## src/rtl/mp64_pkg.sv

```systemverilog
// Shared constants, FSM encodings and PHY command payload for the MP64 PHY master.
package mp64_pkg;

  localparam int unsigned ADDR_W     = 32;
  localparam int unsigned DATA_W     = 64;
  localparam int unsigned BURST_W    = 4;
  localparam int unsigned BEATS_W    = BURST_W + 1;
  localparam int unsigned BEAT_BYTES = 8;

  localparam logic [1:0] ST_IDLE   = 2'd0;
  localparam logic [1:0] ST_REQ    = 2'd1;
  localparam logic [1:0] ST_SETTLE = 2'd2;
  localparam logic [1:0] ST_WAIT   = 2'd3;

  typedef struct packed {
    logic [ADDR_W-1:0]  addr;
    logic               wen;
    logic [DATA_W-1:0]  wdata;
    logic [BURST_W-1:0] burst_len;
  } phy_cmd_t;

  // Round a byte address down to its 8-byte beat boundary.
  function automatic logic [ADDR_W-1:0] beat_align(input logic [ADDR_W-1:0] a);
    return a & ~ADDR_W'(BEAT_BYTES - 1);
  endfunction

endpackage

```

## src/rtl/mp64_phy_wdog.sv

```systemverilog
// WAIT-state watchdog for the MP64 PHY master; only built with MP64_PHY_TIMEOUT_EN.
module mp64_phy_wdog #(
  parameter int unsigned TIMEOUT_CYC = 1024
) (
  input  logic clk,
  input  logic rst,
  input  logic run_i,
  output logic expired_c_o
);

  localparam int unsigned CNT_W = $clog2(TIMEOUT_CYC + 1);

  logic [CNT_W-1:0] cnt_q, cnt_d;

  // Counts consecutive WAIT cycles; any other state clears it.
  always_comb begin
    cnt_d = '0;
    if (run_i) cnt_d = cnt_q + CNT_W'(1);
  end

  always_ff @(posedge clk) begin
    if (rst) cnt_q <= '0;
    else     cnt_q <= cnt_d;
  end

  assign expired_c_o = run_i && (cnt_q == CNT_W'(TIMEOUT_CYC - 1));

endmodule

```

## src/rtl/mp64_phy_master.sv

```systemverilog
// Single-command PHY initiator: read bursts and single-beat writes.
// Optional completion timeout enabled by defining MP64_PHY_TIMEOUT_EN.
module mp64_phy_master
  import mp64_pkg::*;
#(
  parameter int unsigned TIMEOUT_CYC = 1024
) (
  input  logic               clk,
  input  logic               rst,
  input  logic               cmd_valid,
  output logic               cmd_ready,
  input  logic               cmd_wen,
  input  logic [ADDR_W-1:0]  cmd_addr,
  input  logic [BURST_W-1:0] cmd_len,
  input  logic [DATA_W-1:0]  cmd_wdata,
  output logic               rsp_valid,
  output logic [DATA_W-1:0]  rsp_data,
  output logic               rsp_last,
  output logic               wr_done,
  output logic               err,
  output logic               phy_req,
  output logic [ADDR_W-1:0]  phy_addr,
  output logic               phy_wen,
  output logic [DATA_W-1:0]  phy_wdata,
  output logic [BURST_W-1:0] phy_burst_len,
  input  logic [DATA_W-1:0]  phy_rdata,
  input  logic               phy_rvalid,
  input  logic               phy_ready
);

  logic [1:0]         state_q, state_d;
  phy_cmd_t           cmd_q, cmd_d;
  logic [BEATS_W-1:0] beats_q, beats_d;
  logic               phy_req_q, phy_req_d;
  logic               rsp_valid_q, rsp_valid_d;
  logic               rsp_last_q, rsp_last_d;
  logic [DATA_W-1:0]  rsp_data_q, rsp_data_d;
  logic               wr_done_q, wr_done_d;
  logic               err_q, err_d;
  logic               beat_c, done_c, expired_c;

`ifdef MP64_PHY_TIMEOUT_EN
  mp64_phy_wdog #(.TIMEOUT_CYC(TIMEOUT_CYC)) u_wdog (
    .clk         (clk),
    .rst         (rst),
    .run_i       (state_q == ST_WAIT),
    .expired_c_o (expired_c)
  );
`else
  logic [31:0] unused_timeout_cyc;
  assign unused_timeout_cyc = 32'(TIMEOUT_CYC);
  assign expired_c          = 1'b0;
`endif

  assign cmd_ready = (state_q == ST_IDLE) && phy_ready && !rst;

  always_comb begin
    state_d     = state_q;
    cmd_d       = cmd_q;
    beats_d     = beats_q;
    phy_req_d   = 1'b0;
    rsp_valid_d = 1'b0;
    rsp_last_d  = 1'b0;
    rsp_data_d  = rsp_data_q;
    wr_done_d   = 1'b0;
    err_d       = 1'b0;
    beat_c      = 1'b0;
    done_c      = 1'b0;

    // Beats are forwarded only while a read burst still has beats outstanding.
    if ((state_q == ST_SETTLE || state_q == ST_WAIT) && !cmd_q.wen &&
        beats_q != '0 && phy_rvalid) begin
      beat_c      = 1'b1;
      rsp_valid_d = 1'b1;
      rsp_data_d  = phy_rdata;
      rsp_last_d  = (beats_q == BEATS_W'(1));
      beats_d     = beats_q - BEATS_W'(1);
    end

    case (state_q)
      ST_IDLE: begin
        if (cmd_valid && cmd_ready) begin
          cmd_d.addr      = beat_align(cmd_addr);
          cmd_d.wen       = cmd_wen;
          cmd_d.wdata     = cmd_wdata;
          cmd_d.burst_len = cmd_wen ? '0 : cmd_len;
          beats_d         = cmd_wen ? '0 : BEATS_W'(cmd_len) + BEATS_W'(1);
          phy_req_d       = 1'b1;
          state_d         = ST_REQ;
        end
      end
      ST_REQ:    state_d = ST_SETTLE;
      ST_SETTLE: state_d = ST_WAIT;
      ST_WAIT: begin
        if (cmd_q.wen) begin
          done_c    = phy_ready;
          wr_done_d = phy_ready;
        end else begin
          done_c = (beats_q == '0) || (beat_c && beats_q == BEATS_W'(1));
        end
        if (done_c) begin
          state_d = ST_IDLE;
        end else if (expired_c) begin
          err_d   = 1'b1;
          beats_d = '0;
          state_d = ST_IDLE;
        end
      end
      default: state_d = ST_IDLE;
    endcase
  end

  always_ff @(posedge clk) begin
    if (rst) begin
      state_q     <= ST_IDLE;
      cmd_q       <= '0;
      beats_q     <= '0;
      phy_req_q   <= 1'b0;
      rsp_valid_q <= 1'b0;
      rsp_last_q  <= 1'b0;
      rsp_data_q  <= '0;
      wr_done_q   <= 1'b0;
      err_q       <= 1'b0;
    end else begin
      state_q     <= state_d;
      cmd_q       <= cmd_d;
      beats_q     <= beats_d;
      phy_req_q   <= phy_req_d;
      rsp_valid_q <= rsp_valid_d;
      rsp_last_q  <= rsp_last_d;
      rsp_data_q  <= rsp_data_d;
      wr_done_q   <= wr_done_d;
      err_q       <= err_d;
    end
  end

  assign phy_req       = phy_req_q;
  assign phy_addr      = cmd_q.addr;
  assign phy_wen       = cmd_q.wen;
  assign phy_wdata     = cmd_q.wdata;
  assign phy_burst_len = cmd_q.burst_len;
  assign rsp_valid     = rsp_valid_q;
  assign rsp_last      = rsp_last_q;
  assign rsp_data      = rsp_data_q;
  assign wr_done       = wr_done_q;
  assign err           = err_q;

endmodule

```

## config.mk

```make
export PLATFORM = sky130hd
export DESIGN_NAME = mp64_phy_master
export DESIGN_NICKNAME = d
export VERILOG_FILES = /design/src/rtl/mp64_pkg.sv /design/src/rtl/mp64_phy_wdog.sv /design/src/rtl/mp64_phy_master.sv
export SDC_FILE = /design/constraint.sdc
export NUM_CORES = 1
export LEC_CHECK = 0
export BUFFER_PORTS_ARGS = -buffer_cell sky130_fd_sc_hd__buf_2
export CAP_MARGIN = 25
export CORE_ASPECT_RATIO = 1.75
export CORE_MARGIN = 3
export CORE_UTILIZATION = 30
export DETAILED_ROUTE_END_ITERATION = 6
export SLEW_MARGIN = 0
export SYNTH_ARGS = -nofsm -noshare
export SYNTH_HDL_FRONTEND = slang
export SYNTH_SLANG_ARGS = --single-unit
```

## constraint.sdc

```tcl
create_clock -name clk -period 1.9 [get_ports clk]
set_input_delay 0.285 -clock clk [delete_from_list [all_inputs] [get_ports clk]]
set_output_delay 0.285 -clock clk [all_outputs]
set_load 0.03 [all_outputs]
```

---- Word-level counts from Yosys, hierarchy flattened ----
Cells that the tools add are included.
word-level totals
  input bits .............................. 170
  output and inout bits ................... 171
  register bits after elaboration ......... 173
cells by class
  bitwise gates (word level) .............. 4
  reduce and logical (&&, ||, !) cells .... 19
  equal/unequal tests ..................... 6
  add/sub/neg operators ................... 2
  mux-type cells .......................... 12
operators by type and width
  operator               count
  $mux W5                4
  $pmux W2 S4            1
  $logic_and A1 B1 Y1    7
  $add A4 B1 Y5 const B  1
  $eq A5 B1 Y1 const B   1
  $logic_not A5 Y1       1
  $reduce_bool A5 Y1     1
  $sub A5 B1 Y5 const B  1
  $eq A2 B2 Y1 const B   2
  $mux W1                4
  $mux W2                2
  $mux W4                1
  $ne A2 B1 Y1 const B   2
  $not A1 Y1             4
  $reduce_and A2 Y1      2
  $reduce_or A2 Y1       2
  $reduce_or A3 Y1       1
  $eq A2 B1 Y1 const B   1
  $logic_not A1 Y1       2
  $logic_not A2 Y1       1
  $logic_or A1 B1 Y1     2

---- Longest topological paths before layout ----
Gate-level depths: netlist of the first run.
  depth after elaboration ................. 12
  gate-level depth with buffers ........... 9

---- Least setup slack after synthesis of the first run ----
OpenSTA, ideal clock, no wires.
  path kind ............................... reg2reg
  start point ............................. register beats_q[0]
  end point ............................... register rsp_data_q[25], in the netlist rsp_data[25]
  buffers on the path ..................... 3
  arrival ................................. 1.617 ns
  stages on the path, launching flop included .. 10
  period minus slack after synthesis ...... 1.749 ns
  slack ................................... 0.151 ns
  cells stage by stage .................... dfxtp_1 > inv_1 > ha_1 > nor4b_2 > or3_1 > clkbuf_2 > buf_4 > buf_4 > nand2_1 > a21oi_1
between the ends
  cells in the longest elaborated chain, start to end .. 3
RTL lines
  element                   line                    source
  start: declaration        mp64_phy_master.sv:33   logic [BEATS_W-1:0] beats_q, beats_d;
  start signal: assignment  mp64_phy_master.sv:127  beats_q <= beats_d;
  $reduce_bool A5 Y1        mp64_phy_master.sv:72   beats_q != '0 && phy_rvalid) begin
  $logic_and A1 B1 Y1       mp64_phy_master.sv:71   if ((state_q == ST_SETTLE || state_q == ST_WAIT) && !cmd_q.wen &&
  $logic_and A1 B1 Y1       mp64_phy_master.sv:72
  end signal: assignment    mp64_phy_master.sv:131  rsp_data_q <= rsp_data_d;
  end: declaration          mp64_phy_master.sv:37   logic [DATA_W-1:0] rsp_data_q, rsp_data_d;
Every way passes these cells.
A chain may end at the register's enable or synchronous reset.

---- Worst setup path in the final report of the first run ----
  start point ............................. register state_q[0]
  end point ............................... output cmd_ready
between the ends
  cells in the longest elaborated chain, start to end .. 3
RTL lines
  element                           line                    source
  start: declaration                mp64_phy_master.sv:31   logic [1:0] state_q, state_d;
  start signal: assignment          mp64_phy_master.sv:125  state_q <= state_d;
  $logic_not A2 Y1                  mp64_phy_master.sv:55   assign cmd_ready = (state_q == ST_IDLE) && phy_ready && !rst;
  $logic_and A1 B1 Y1 (2 in a row)  mp64_phy_master.sv:55
  end: declaration                  mp64_phy_master.sv:11   output logic cmd_ready,
Every way passes these cells.

==> out/qor.csv, run 1 <==
metric,value,unit
whs_path_depth,3,
drc_errors,0,
timing.rr.end,beats_q[4],
first_iter_violations,379,
maxCapViolations,0,
die_height,196.7,um
critPathKind,flop to output pin,
worstSkewPairLatency,0.42,ns
clock_sinks,173,
initial_core_util,30.61,%
setup-tns-final,0,ns
hpwlAfterDp,13730,um
drive_gt1_share,34.84,%
clock-root-buffer,clkbuf_16,
antenna_found_initial,2,
leakage,3.996,nW
yosys_warnings,0,
critPathCaptureType,output pin,
rrSetupSlack,0.15,ns
crit_fanout,4,
gp_congestion,0.7630,
area_growth,41.52,%
max_clock_freq,557.7,MHz
synthTopCellsByArea,"dfxtp_1 (56%), nand2_1 (19%), a21oi_1 (13%), clkbuf_1 (1.9%), ha_1 (1.6%)",
layout_min_cycle_time,1.793,ns
slew_headroom,46.14,%
status,completed,
setup.worst_path.start,state_q[0],
io_pins,341,
hp-start,cmd_wdata[46],
p_per_area,1007,nW/um2
synth.top_cell.area_share,55.53,%
syn_inst,786,
syn_area,6237,um2
min_to,phy_wdata[46],
vias_per_cell,4.514,
clkSlewWorstSetupHoldPaths,0.06,ns
startpoint_type,flop,
fin_nets,1277,
multi_input_area,2517,um2
first_global_vias,5806,
drt_pre_antenna_iters,4,
tightestPinTransition,0.8080,ns
cp.required,1.62,ns
grt_pass1_wl,29490,um
hold_path_class,input pin to flop,
timing.final.hold_violations,0,
cts_made_buffers,17,
postCtsHoldBufs,0,
core_area,20370,um2
fillers,2111,
syn_area_per_cell,7.935,um2
post-route-period-util,94.37,%
wl_per_cell,14.52,um
skew,0.006787,ns
setup_violations,0,
reg2reg_from,beats_q[0],
overflow,0,
seq_area_frac_synth,55.53,%
die-width,115.0,um
ys_seq_elements,173,
utilization,43.32,%
cts_max_level,4,
via_count,6126,
rows,69,
ff2ff_path_depth,6,
drtAntennaViolNets,0,
tritoncts,yes,
grt_max_degree,174,
slew_violations,0,
grt_setup_unrepaired,no,
grt_usage,16.57,%
final-seq-area,3465,um2
cts_buffer_depth,2,
worst-endpoint-arrival,1.51,ns
dieArea,22620,um2
ys_types,35,
synth.largest_area_cell,dfxtp_1,
portBuffers,333,
routed_wl,19700,um
vdd_ir_drop_max,648.6,uV
[worst max-delay path, cell delays in order, from the launching register on]
cell,delay (ns)
dfxtp_1,0.33
inv_1,0.08
ha_2,0.21
buf_4,0.15
and2_1,0.13
clkbuf_4,0.18
[per-layer routing]
layer  GRT usage [%]  up-vias  share of wire, %
li1                -     3143                 -
met1           17.80     2709                38
met2           29.45      237                52
met3           5.499       35               7.2
met4           6.658        2               2.9
met5               0        -             0.036
[cell usage in the layout (no fill, tap or decap), types with 2 or more instances in the layout]
| cell type | n |
|---|---|
| a21oi_1 | 163 |
| a22o_1 | 2 |
| buf_12 | 8 |
| buf_2 | 331 |
| buf_4 | 10 |
| bufinv_16 | 3 |
| clkbuf_1 | 2 |
| clkbuf_16 | 18 |
| clkbuf_8 | 2 |
| clkinv_2 | 3 |
| conb_1 | 4 |
| dfxtp_1 | 172 |
| ha_1 | 7 |
| inv_1 | 7 |
| nand2_1 | 322 |
| nand3b_1 | 3 |
| nor2_1 | 9 |
| nor2b_1 | 2 |
| nor4_1 | 3 |
| o21ai_0 | 3 |
| o41ai_1 | 2 |
| or3_1 | 5 |
| xnor2_1 | 3 |
| xor2_1 | 2 |
[flip-flops by register name, indices dropped and copies added (netlist names)]
signal         count
rsp_valid          1
phy_burst_len      4
beats_q            5
phy_req            1
phy_wen            1
phy_addr          29
wr_done            1
state_q            2
phy_wdata         64
rsp_last           1
rsp_data          64
[worst max-delay path by stage]
stage	endpoint
after floorplan	rsp_data[25]
after global placement	beats_q[4]
after detailed placement	beats_q[4]
after CTS	cmd_ready
after global routing	cmd_ready
final	cmd_ready
[cell families after synthesis]
| kind of cell | share of synthesized area (%) |
|---|---|
| and+or+nand+nor | 22.45 |
| AOI/OAI and AO/OA | 14.62 |
| DFF | 55.53 |
| buffers and inverters | 4.875 |
| adders and majority gates | 1.605 |
| xor gates and xnor gates | 0.7022 |
| other | 0.06012 |
| muxes | 0.1605 |
[synth_stat cells]
cell type,count
nand2_1,322
dfxtp_1,173
a21oi_1,163
clkbuf_1,31
buf_2,14
nor2_1,10
buf_4,8
ha_1,8
inv_1,8
buf_1,6
or3_1,6
nand3b_1,3
nor4_1,3
o21ai_0,3
xnor2_1,3
a22o_1,2
nand3_1,2
nor2b_1,2
o41ai_1,2
xor2_1,2
a211oi_1,1
a21boi_0,1
a21o_1,1
a31oi_1,1
and2_1,1
and3_1,1
clkbuf_2,1
conb_1,1
mux2i_1,1
nand2b_4,1
nand4_1,1
nor3_1,1
nor4b_2,1
o311a_1,1
o31ai_1,1
[power by group]
group / internal [mW] / leakage [nW] / switching [mW]
combinational: 0.533 / 2.31 / 0.976
sequential: 3.82 / 1.40 / 0.0925
clock: 2.11 / 0.281 / 1.36
total: 6.46 / 4.00 / 2.43
[what timing repair did]
item / CTS / global route
gates resized for setup: 0 / 6
setup buffers: 0 / 0
setup endpoints to repair: 0 / 67
[final cells by class]
cell class / count / area share [%]
diodes: 1 / 0.02835
clock buffers: 21 / 5.216
clock inverters: 7 / 1.318
inverters: 8 / 0.3544
multi-input cells: 548 / 28.52
flip-flops and latches: 173 / 39.25
well taps: 248 / 3.515
repair buffers: 351 / 21.80
[metrics by stage]
stage / hold WS (ns) / area [um2] / worst slack [ns] / power (mW) / std cells
6_report: 0.09106 / 8827 / 0.1070 / 8.889 / 1357
5_1_grt: 0.06108 / 8827 / 0.006676 / 9.327 / 1357
3_5_place_dp: 0.4431 / 8202 / 0.04177 / 5.494 / 1327
2_1_floorplan: 0.4210 / 6248 / 0.1510 / 4.904 / 789
4_1_cts: 0.06011 / 8778 / 0.02748 / 9.017 / 1355
3_3_place_gp: 0.4384 / 8202 / 0.1030 / 5.468 / 1327
No activity file was read; power rests on OpenSTA's default activity.
==> run 2, diff against run 1 <==
SETUP_SLACK_MARGIN = 0.15   (was not set)
==> out/qor.csv, run 2 (synthesis gave the netlist of run 1 again) <==
metric,value,unit
cts_buffer_depth,2,
layout_min_cycle_time,1.728,ns
place_ws,0.04177,ns
hold_path_class,input pin to flop,
drtAntennaViolNets,0,
clock-root-buffer,clkbuf_16,
dieArea,22620,um2
area_growth,44.23,%
grt_setup_unrepaired,yes,
via_count,6217,
dp.cells,1327,
slew_headroom,47.73,%
grt_usage,16.62,%
rows,69,
portBuffers,333,
overflow,0,
clkSlewWorstSetupHoldPaths,0.06,ns
max_clock_freq,578.8,MHz
fin_nets,1284,
setup-tns-final,0,ns
stdcell_count,1364,
gp_congestion,0.7630,
core_area,20370,um2
first_iter_violations,365,
io_pins,341,
tritoncts,yes,
grt_max_degree,174,
post-route-period-util,90.93,%
setup_ws,0.1724,ns
cts_max_level,4,
final_common_cell,buf_2,
initial_core_util,30.61,%
vdd_ir_drop_max,660.4,uV
routed_wl,20230,um
crit_fanout,6,
fillers,2100,
critPathKind,flop to flop,
hpwlAfterDp,13730,um
vias_per_cell,4.558,
maxCapViolations,0,
drt_pre_antenna_iters,7,
utilization,44.15,%
postCtsHoldBufs,0,
setup_violations,0,
wl_per_cell,14.83,um
worst-endpoint-arrival,2.07,ns
cp.required,2.25,ns
status,completed,
final_cell_mix,"buf_2 (331), nand2_1 (322), dfxtp_1 (169), a21oi_1 (163), clkbuf_16 (19)",
crit_chain,inv_4 -> ha_4 -> nor4b_4 -> or3_4 -> or3_1 -> a31oi_1,
antenna_found_initial,2,
die-width,115.0,um
slew_violations,0,
drc_errors,0,
first_global_vias,5813,
slowest_delay,0.47,ns
drive_gt1_share,36.23,%
grt_pass1_wl,29560,um
startpoint_type,flop,
p_per_area,1009,nW/um2
worstSkewPairLatency,0.42,ns
clock_sinks,173,
skew,0.006731,ns
die_height,196.7,um
cp_slowest_cell,or3_4,
critPathCaptureType,flop,
cts_made_buffers,17,
timing.final.hold_violations,0,
leakage,4.064,nW
tightestPinTransition,0.7840,ns
==> run 2: where the power goes <==
part	leakage [nW]	total, mW	switching, mW	internal, mW
Combinational	2.38	1.68	1.04	0.644
Sequential	1.40	3.93	0.102	3.83
Clock	0.281	3.47	1.36	2.11
Total	4.06	9.08	2.50	6.58
==> run 2: what timing repair did <==
action | in CTS | in global routing
gates resized for setup | 11 | 17
pin swaps | 1 | 4
setup endpoints to repair | 67 | 69
cloned | 0 | 3
setup buffers | 1 | 4
==> run 2: metrics by stage <==
step / power (mW) / area [um2] / hold WS, ns
finish: 9.079 / 8996 / 0.09116
detailed placement: 5.494 / 8202 / 0.4431
floorplan: 4.904 / 6248 / 0.4210
global route: 9.517 / 8996 / 0.06108
global placement: 5.468 / 8202 / 0.4384
CTS: 9.059 / 8820 / 0.06011
==> run 2: area by class of cell <==
class,instances,area (um2),area share (%)
flip-flops and latches,173,3471,38.58
multi-input cells,548,2574,28.61
repair buffers,358,2026,22.52
clock buffers,21,460.4,5.118
well taps,248,310.3,3.449
clock inverters,7,116.4,1.293
inverters,8,36.28,0.4033
diodes,1,2.502,0.02782
==> run 2: metal layers <==
| metal | up-vias | routed length [um] | track usage (%) |
|---|---|---|---|
| met4 | 2 | 618 | 6.658 |
| met3 | 39 | 1414 | 5.499 |
| li1 | 3160 | - | - |
| met2 | 243 | 10740 | 29.55 |
| met1 | 2773 | 7443 | 17.86 |
| met5 | - | 13 | 0 |
==> run 2: worst paths after layout <==
kind / start / end / slack, ns / depth (start not counted)
max: beats_q[1] / beats_q[4] / 0.17 / 6
min: cmd_wdata[46] / phy_wdata[46] / 0.09 / 3
max reg2reg: beats_q[1] / beats_q[4] / 0.17 / 6
min reg2reg: phy_wdata[53] / phy_wdata[53] / 0.45 / 2
==> run 2: critical path: cells and delay by family, from the launching register on <==
kind	cells	cell delay, ns
adders and majority gates	1	0.16
and+or+nand+nor	3	0.93
buffers and inverters	1	0.05
AOI/OAI and AO/OA	1	0.17
DFF	1	0.34
==> run 3, diff against run 2 <==
MAX_ROUTING_LAYER = met4   (was not set)
==> out/qor.csv, run 3 (synthesis gave the netlist of run 1 again) <==
metric,value,unit
die-width,115.0,um
leakage,4.131,nW
final_common_cell,buf_2,
first_iter_violations,334,
fin_nets,1294,
status,completed,
hp-start,cmd_wdata[46],
grt_setup_unrepaired,yes,
tritoncts,yes,
crit_fanout,4,
routed_wl,20630,um
setup_violations,0,
vdd_ir_drop_max,657.2,uV
clock-root-buffer,clkbuf_16,
vias_per_cell,4.537,
startpoint_type,flop,
io_pins,341,
cts_max_level,4,
core_area,20370,um2
drc_errors,0,
post-route-period-util,92.23,%
slew_violations,0,
drive_gt1_share,37.87,%
wl_per_cell,15.00,um
reg2reg_from,beats_q[1],
cts_buffer_depth,2,
grt_usage,17.10,%
drtAntennaViolNets,0,
dieArea,22620,um2
first_global_vias,5801,
cp.required,2.25,ns
die_height,196.7,um
p_per_area,992.0,nW/um2
initial_core_util,30.61,%
final_cell_mix,"buf_2 (331), nand2_1 (319), dfxtp_1 (169), a21oi_1 (154), clkbuf_16 (20)",
clock_sinks,173,
cts_made_buffers,17,
maxCapViolations,0,
hold_path_class,input pin to flop,
gp_congestion,0.7731,
overflow,0,
critPathKind,flop to flop,
dp.cells,1327,
worst-endpoint-arrival,2.10,ns
setup.worst_path.start,beats_q[1],
area_growth,46.56,%
portBuffers,333,
antenna_found_initial,2,
slew_headroom,44.61,%
via_count,6239,
drt_pre_antenna_iters,4,
fillers,2091,
hpwlAfterDp,13730,um
tightestPinTransition,0.8308,ns
stdcell_count,1375,
timing.final.hold_violations,0,
worstSkewPairLatency,0.43,ns
grt_pass1_wl,29570,um
rows,69,
setup-tns-final,0,ns
grt_max_degree,174,
skew,0.006490,ns
max_clock_freq,570.6,MHz
layout_min_cycle_time,1.752,ns
clkSlewWorstSetupHoldPaths,0.06,ns
critPathCaptureType,flop,
==> run 3: cell types whose count changed in the layout (fill, tap and decap cells not counted), sizes merged <==
cell / change
diode: +1
buf: +9
clkbuf: +1
==> run 3: final timing paths <==
path	depth (start not counted)	end	slack, ns
worst max-delay path	10	rsp_data[29]	0.15
worst min-delay path	3	phy_wdata[46]	0.09
worst max register to register	10	rsp_data[29]	0.15
worst min register to register	2	phy_wdata[53]	0.45
==> run 3: stage by stage <==
step	power (mW)	setup WS, ns	hold WS (ns)	cell area (um2)	utilization [%]
floorplan	4.904	0.1510	0.4210	6248	-
global placement	5.468	0.1030	0.4384	8202	40.25
detailed placement	5.494	0.04177	0.4431	8202	40.25
CTS	9.059	0.1487	0.06011	8820	43.29
global route	9.494	0.07638	0.06141	9141	44.87
finish	9.068	0.1475	0.08733	9141	44.87
==> run 3: repair_timing <==
item                       4_1_cts  5_1_grt
cloned                           0        4
hold buffers                     0        0
setup endpoints to repair       67       69
buffers inserted                 1       13
hold endpoints to repair         0        0
pin swaps                        1       10
resized for setup               11       31
==> run 3: report_power, final <==
group / internal (mW) / switching (mW) / leakage, nW / total [mW]
Combinational: 0.636 / 1.03 / 2.45 / 1.67
Sequential: 3.82 / 0.0957 / 1.40 / 3.92
Clock: 2.11 / 1.37 / 0.281 / 3.48
==> run 3: cell type report <==
class / instances / area (um2) / share of cell area (%)
Antenna cell: 2 / 5.005 / 0.05475
Clock buffer: 21 / 460.4 / 5.037
Clock inverter: 7 / 116.4 / 1.273
Inverter: 8 / 33.78 / 0.3696
Multi-Input combinational cell: 548 / 2605 / 28.50
Sequential cell: 173 / 3468 / 37.94
Tap cell: 248 / 310.3 / 3.394
Timing Repair Buffer: 368 / 2142 / 23.43
==> run 3: layer usage <==
layer,up-vias,routed length (um),track usage (%)
met5,-,0,-
met3,33,1320,4.578
met1,2776,7725,18.26
met4,0,520,6.658
li1,3180,-,-
met2,250,11060,29.73
==> run 3: critical path: stages (launching register included) <==
cell     delay (ns)
dfxtp_2        0.34
inv_4          0.05
ha_4           0.15
nor4b_4        0.13
buf_4          0.15
nor3_4         0.26
buf_12         0.15
buf_6          0.12
buf_12         0.11
nand2_2        0.08
a21oi_2        0.13
